File: src/rtl/sw_timer.sv
// rtl/sw_timer.sv - software-programmable one-shot/periodic down-counter timer
// Counts selected us/ms/sec ticks from a shadowed load value and raises a sticky irq on expiry.
module sw_timer #(
  parameter int CNT_W = 16
) (
  input  logic             clk_200,
  input  logic             resetb,
  input  logic             us_tick,
  input  logic             ms_tick,
  input  logic             sec_tick,
  input  logic             start,
  input  logic             stop,
  input  logic [1:0]       tb_sel,
  input  logic             mode,
  input  logic [CNT_W-1:0] load_val,
  input  logic             irq_clr,
  output logic [CNT_W-1:0] cur_cnt,
  output logic             busy,
  output logic             expire_pulse,
  output logic             irq_sts
);

  typedef enum logic [1:0] {
    IDLE = 2'd0,
    RUN  = 2'd1,
    DONE = 2'd2
  } state_t;

  state_t           state, state_nxt;
  logic [CNT_W-1:0] cnt, cnt_nxt;
  logic [CNT_W-1:0] sh_load, sh_load_nxt;
  logic [1:0]       sh_tb_sel, sh_tb_sel_nxt;
  logic             sh_mode, sh_mode_nxt;
  logic             sel_tick;
  logic             start_ok;
  logic             expire;
  logic             irq_nxt;

  always_comb begin
    sel_tick = 1'b0;
    case (sh_tb_sel)
      2'b00:   sel_tick = us_tick;
      2'b01:   sel_tick = ms_tick;
      2'b10:   sel_tick = sec_tick;
      default: sel_tick = 1'b0;
    endcase
  end

  // Priority is stop > start > expiring tick.
  assign start_ok = start && (load_val != '0) && !stop;
  assign expire   = (state == RUN) && sel_tick && (cnt == CNT_W'(1)) && !stop && !start_ok;
  assign irq_nxt  = expire | (irq_sts & ~irq_clr);

  always_comb begin
    state_nxt     = state;
    cnt_nxt       = cnt;
    sh_load_nxt   = sh_load;
    sh_tb_sel_nxt = sh_tb_sel;
    sh_mode_nxt   = sh_mode;
    if (stop) begin
      state_nxt = IDLE;
      cnt_nxt   = '0;
    end else if (start_ok) begin
      state_nxt     = RUN;
      cnt_nxt       = load_val;
      sh_load_nxt   = load_val;
      sh_tb_sel_nxt = tb_sel;
      sh_mode_nxt   = mode;
    end else if ((state == RUN) && sel_tick) begin
      if (cnt > CNT_W'(1)) begin
        cnt_nxt = cnt - CNT_W'(1);
      end else if (expire) begin
        if (sh_mode) begin
          cnt_nxt = sh_load;
        end else begin
          cnt_nxt   = '0;
          state_nxt = DONE;
        end
      end
    end
  end

  always_ff @(posedge clk_200 or negedge resetb) begin
    if (!resetb) begin
      state        <= IDLE;
      cnt          <= '0;
      sh_load      <= '0;
      sh_tb_sel    <= 2'b00;
      sh_mode      <= 1'b0;
      busy         <= 1'b0;
      expire_pulse <= 1'b0;
      irq_sts      <= 1'b0;
    end else begin
      state        <= state_nxt;
      cnt          <= cnt_nxt;
      sh_load      <= sh_load_nxt;
      sh_tb_sel    <= sh_tb_sel_nxt;
      sh_mode      <= sh_mode_nxt;
      busy         <= (state_nxt == RUN);
      expire_pulse <= expire;
      irq_sts      <= irq_nxt;
    end
  end

  assign cur_cnt = cnt;

endmodule

File: config.mk
export PLATFORM = sky130hd
export DESIGN_NAME = sw_timer
export DESIGN_NICKNAME = d
export VERILOG_FILES = /design/src/rtl/sw_timer.sv
export SDC_FILE = /design/constraint.sdc
export NUM_CORES = 1
export LEC_CHECK = 0
export CAP_MARGIN = 5
export CORE_UTILIZATION = 46
export CTS_CLUSTER_SIZE = 24
export DETAILED_ROUTE_END_ITERATION = 8
export PLACE_DENSITY = 0.79
export SLEW_MARGIN = 0
export SYNTH_ARGS = -nofsm -noshare
export SYNTH_HDL_FRONTEND = slang
export SYNTH_SLANG_ARGS = --single-unit
File: constraint.sdc
create_clock -name clk_200 -period 2.3 [get_ports clk_200]
set_clock_uncertainty 0.2 [all_clocks]
set_input_delay 0.23 -clock clk_200 [delete_from_list [all_inputs] [get_ports clk_200]]
set_output_delay 0.23 -clock clk_200 [all_outputs]
set_load 0.02 [all_outputs]
# Yosys cells after proc, flatten, opt, wreduce, memory -nomap -nowiden
# Index checks and enable logic that the tools add are counted.
dict set report word_totals {
  reg_bits 40
  input_bits 27
  output_inout_bits 19
  wordCells 46
}
dict set report classes {
  add_sub_neg 1
  order_cmp 1
  eq_ne 5
  n_mux 13
  n_bitwise 4
  n_reduce_logical 14
}
# cell count
set ops {}
lappend ops {{$mux W16} 6}
lappend ops {{$eq A16 B1 Y1 const B} 1}
lappend ops {{$gt A16 B1 Y1 const B} 1}
lappend ops {{$reduce_bool A16 Y1} 1}
lappend ops {{$sub A16 B1 Y16 const B} 1}
lappend ops {{$mux W2} 6}
lappend ops {{$eq A2 B1 Y1 const B} 3}
lappend ops {{$logic_and A1 B1 Y1} 6}
lappend ops {{$reduce_and A2 Y1} 2}
lappend ops {{$reduce_bool A4 Y1} 1}
lappend ops {{$pmux W1 S3} 1}
lappend ops {{$reduce_bool A3 Y1} 1}
lappend ops {{$eq A2 B2 Y1 const B} 1}
lappend ops {{$logic_not A1 Y1} 2}
lappend ops {{$logic_not A2 Y1} 1}
lappend ops {{$not A1 Y1} 2}
lappend ops {{$and A1 B1 Y1} 1}
lappend ops {{$or A1 B1 Y1} 1}

# Longest topological paths before layout
dict set report logic_depth {
  depth_word 12
  mapped_depth 9
  depth_no_buf 8
}

# Least setup slack after synthesis
# No wires, ideal clock.
dict set report synth_path {
  kind {flip-flop to flip-flop}
  start {reg cnt[4], in the netlist cur_cnt[4]}
  end {reg cnt[12], in the netlist cur_cnt[12]}
  setup_time_ps 137
  arrival_time_ps 2085
  required_ps 1963
  path_slack_ps -122
  stages_incl_launch_ff 9
  n_path_buf 2
  synth_period_minus_slack_ps 2422
  cell_sequence {dfrtp_1 -> clkbuf_1 -> nor4_4 -> nand4_1 -> nand3b_1 -> and2_1 -> clkbuf_1 -> a221oi_1 -> nor3_1}
}
dict set report synth_between {
  elab_chain_len 6
  word_cells_on_any_way 12
  classes_between {1 x add/sub; 1 x order compare; 1 x eq/ne; 4 x mux; 5 x reduce/logical}
}
# item line
set synth_rtl {}
lappend synth_rtl {{start: declaration} 30} ;# logic [CNT_W-1:0] cnt, cnt_nxt;
lappend synth_rtl {{start signal: assignment} 95} ;# cnt <= cnt_nxt;
lappend synth_rtl {{branches (longest 6 deep; another with $sub A16 B1 Y16)} -}
# Parallel ways; which one is timed is not known. The select of a mux whose other input is x is not followed.
# A chain may end at the register's enable or synchronous reset.

# Worst setup path after layout
dict set report layout_path {
  start {in load_val[13]}
  end {reg cnt[3], in the netlist cur_cnt[3]}
}
dict set report layout_between {
  elab_chain_len 7
  word_cells_on_any_way 10
  classes_between {2 x mux; 8 x reduce/logical}
}
# item line
set layout_rtl {}
lappend layout_rtl {{start: declaration} 15} ;# input logic [CNT_W-1:0] load_val,
lappend layout_rtl {{$reduce_bool A16 Y1 (*)} 50} ;# assign start_ok = start && (load_val != '0) && !stop;
lappend layout_rtl {{$logic_and A1 B1 Y1 (*) (2 in a row)} 50}
lappend layout_rtl {{$logic_not A1 Y1} 51} ;# assign expire = (state == RUN) && sel_tick && (cnt == CNT_W'(1)) && !stop && !start_ok;
lappend layout_rtl {{$logic_and A1 B1 Y1} 51}
lappend layout_rtl {{$reduce_bool A4 Y1 (no line)} -}
lappend layout_rtl {{$reduce_and A2 Y1 (no line)} -}
# Mark *: on every way between the ends. The rest lies on a longest branch, timed or not.

==> run_results.csv <==
group,metric,value,unit
synthesis,syn_inst,244,
cts,numCtsBuffers,5,
drt,drt_pre_antenna_iters,4,
outcome,violations,"negative setup slack",
synthesis,seq_area_frac_synth,43.4,%
sta,setup_violations,1,
layout,area.growth.synth_to_final,48.9,%
worst_setup_path,r2r_end,"cur_cnt[3]$_DFFE_PN0P_",
synthesis,ys_ff_latch,40,
synthesis,yosysTopAreaCellShare,43.4,%
floorplan,dieHeight,72.8,um
synthesis,synthArstFlopShare,100,%
drt,wirelength,6.99,mm
sta,holdWs,129,ps
power_and_ir_drop,powerDensity,597,nW/um^2
worst_setup_path,r2r_setup_slack,-30,ps
cts,cts_buffer_depth,2,
worst_setup_path,cp-end-kind,"flop",
sta,max_freq,0.421,GHz
global_route,grt_pass1_wl,10.6,mm
worst_setup_path,reg2reg_depth,7,
sta,period_share,103,%
power_and_ir_drop,vdd_drop_max,0.000341,V
power_and_ir_drop,power.share.sequential,41.6,%
worst_setup_path,rr_startpoint,"cur_cnt[0]$_DFFE_PN0P_",
worst_setup_path,crit_start,"load_val[13]",
sta,worst_pin_slew,649,ps
synthesis,yosysUniqueCellTypes,49,
synthesis,synth.avg_cell_area,9.45,um^2
cts,cts_tree,"done",
worst_setup_path,slowest_delay,510,ps
power_and_ir_drop,p_int,0.00136,W
worst_setup_path,cp_slowest_cell,"or4_4",
run,cap_viol_max_count,0,
synthesis,synth_top_cell_by_area,"dfrtp_1",
cts,htreeDepth,2,
worst_setup_path,crit_fanout,11,
worst_setup_path,path_cells,"dlygate4sd2_1 > or4_4 > buf_4 > o41ai_4 > buf_4 > o311ai_0 > a221oi_2",
power_and_ir_drop,sw_frac_of_total,33.6,%
floorplan,die_area,5300,um^2
sta,layout_setup_ws,-75.4,ps
power_and_ir_drop,p_clk_share,22.8,%
synthesis,synthTopCellsByArea,"dfrtp_1 (43%), mux2_2 (7.3%), nor2_1 (4.6%), nand2_1 (4.1%), a21oi_1 (2.4%)",
cts,clk_latency,310,ps
power_and_ir_drop,p_leak,1.49,nW
floorplan,row_count,25,
global_route,grt_overflow,0,
floorplan,boundaryPins,46,
power_and_ir_drop,netSwitchingPower,0.000689,W
worst_setup_path,setup.worst_path.class,"in2reg",
worst_setup_path,required,2310,ps
worst_setup_path,critPathBufInv,3,
place,hpwl,4.85,mm
drt,drc,0,
drt,drt_iter0_markers,236,
outcome,status,"complete, but fails checks",
synthesis,syn_area,2310,um^2
global_route,grt_pass1_vias,2246,
worst_setup_path,crit_path_start_kind,"primary input",
sta,setup_tns,-75.4,ps
global_route,grt_max_degree,18,
place,place_congestion,0.917,
power_and_ir_drop,combPwrFrac,35.6,%
worst_setup_path,arrival,2380,ps
synthesis,synth_flop_cell,"dfrtp_1",
worst_setup_path,critPathTopFamily,"compound AO/OA/AOI/OAI gates",
synthesis,syn-num-nets,273,
drt,routed_via_density,5.82,
layout,final_nets,370,
layout,drive_gt1_share,33.0,%
floorplan,initial_core_util,48.2,%
synthesis,synth_edf_count,0,
drt,ant_nets,0,
cts,clkTransAtPathRegs,80,ps
layout,final_common_cell,"buf_4",
drt,routedWlPerCell,17.1,um
worst_hold_path,hold_class,"in2async",
sta,min_period,2380,ps
layout,antennaDiodeCount,0,
sta,maxSlewHeadroom,56.2,%
layout,final_cell_mix,"buf_4 (53), dfrtp_1 (36), nor2_1 (28), clkdlybuf4s50_1 (28), nand2_1 (25)",
sta,rsz0062_at_grt,"true",
sta,hold_viol,0,
cts,cts.sinks,40,
sta,slew_viol_final,0,
floorplan,die_x,72.8,um
synthesis,yosysWarnings,0,
drt,num_vias,2381,
cts,cts_root_buf,"clkbuf_8",
global_route,grt_antenna_before_repair,0,
worst_setup_path,crit_top_cell,"buf_4",
floorplan,coreArea,4790,um^2
place,portBuffers,45,
global_route,grt_usage,26.8,%
power by group through the flow:
| stage | registers, W | clock network, W | logic [W] |
|---|---|---|---|
| 3_3_place_gp | 0.000854 | 0 | 0.000649 |
| 6_report | 0.000852 | 0.000467 | 0.000730 |
| 2_1_floorplan | 0.000886 | 0 | 0.000318 |
| 3_5_place_dp | 0.000858 | 0 | 0.000663 |
| 4_1_cts | 0.000846 | 0.000467 | 0.000673 |
| 5_1_grt | 0.000861 | 0.000500 | 0.000778 |
per-stage QoR:
step	utilization (%)	instance area [um^2]	total power, W	instances	setup WS [ps]
2_1_floorplan	-	2320	0.00120	244	-36.3
3_3_place_gp	66.4	3180	0.00150	395	-632
6_report	71.7	3430	0.00205	409	-75.4
4_1_cts	69.2	3310	0.00199	405	12.6
5_1_grt	71.7	3430	0.00214	409	-99.2
3_5_place_dp	66.4	3180	0.00152	395	-607
synth_stat cells (2+ instances only):
library cell	count
buf_2	4
a221oi_1	3
o21ai_0	5
nand2b_1	3
nand2_1	25
nor3_1	9
a21oi_1	11
nand4_1	3
mux2_2	15
nor2_1	28
nor4_1	5
a211oi_1	2
mux2i_1	3
a31oi_1	2
and3_1	3
or4_1	6
buf_6	3
o211ai_1	3
mux2_1	2
xor2_1	6
inv_1	10
nand3_1	7
ha_1	2
o41ai_1	4
and2_1	2
a311oi_1	6
clkbuf_1	8
xnor2_1	4
dfrtp_1	40
routing by layer:
metal / GRT usage [%] / vias up / share of wire, %
li1: - / 1081 / -
met1: 35.5 / 1140 / 40
met2: 41.7 / 138 / 48
met3: 6.08 / 22 / 8.6
met4: 12.9 / 0 / 3.1
met5: 0 / - / 0
registers in the layout, indices dropped and copies added, names as in the netlist:
register      count
sh_load          16
irq_sts           1
state             2
sh_tb_sel         2
cur_cnt          16
busy              1
expire_pulse      1
sh_mode           1
final cells by class:
| class | count | area, um^2 |
|---|---|---|
| sequential | 40 | 1010 |
| timing repair buffer | 106 | 917 |
| fill | 363 | 1350 |
| clock buffer | 7 | 76.3 |
| tap | 67 | 83.8 |
| clock inverter | 1 | 5.00 |
| multi-input combinational | 178 | 1310 |
| inverter | 10 | 37.5 |
worst reg2reg max path, cell delays in order, from the launching register on:
cell	delay, ps
dfrtp_2	460
buf_4	160
ha_1	220
nor2_1	150
nor2_1	70
buf_4	180
o311ai_0	610
a221oi_2	140
worst max-delay path by stage:
| stage | end | cells after the start |
|---|---|---|
| after floorplan | sh_mode$_DFFE_PN0P_ | 6 |
| after global placement | cur_cnt[0]$_DFFE_PN0P_ | 6 |
| after detailed placement | cur_cnt[5]$_DFFE_PN0P_ | 7 |
| after CTS | cur_cnt[8]$_DFFE_PN0P_ | 6 |
| after global routing | cur_cnt[3]$_DFFE_PN0P_ | 7 |
| final | cur_cnt[3]$_DFFE_PN0P_ | 7 |
timing repair:
item	4_1_cts	5_1_grt
setup buffers	1	4
endpoints found under the setup margin	38	30
endpoints found under the hold margin	40	0
pin swaps	8	12
hold buffers	1	0
gates resized for setup	30	23
kinds of logic after synthesis:
family	Yosys count	synth area share, %
multiplexers	20	9.60
flip-flops	40	43.4
buffers and inverters	26	5.43
AO/OA/AOI/OAI	47	14.9
AND/OR/NAND/NOR	99	21.8
adder cells (fa/ha/maj)	2	1.09
XOR/XNOR	10	3.80
No activity file was read; power rests on OpenSTA's default activity.
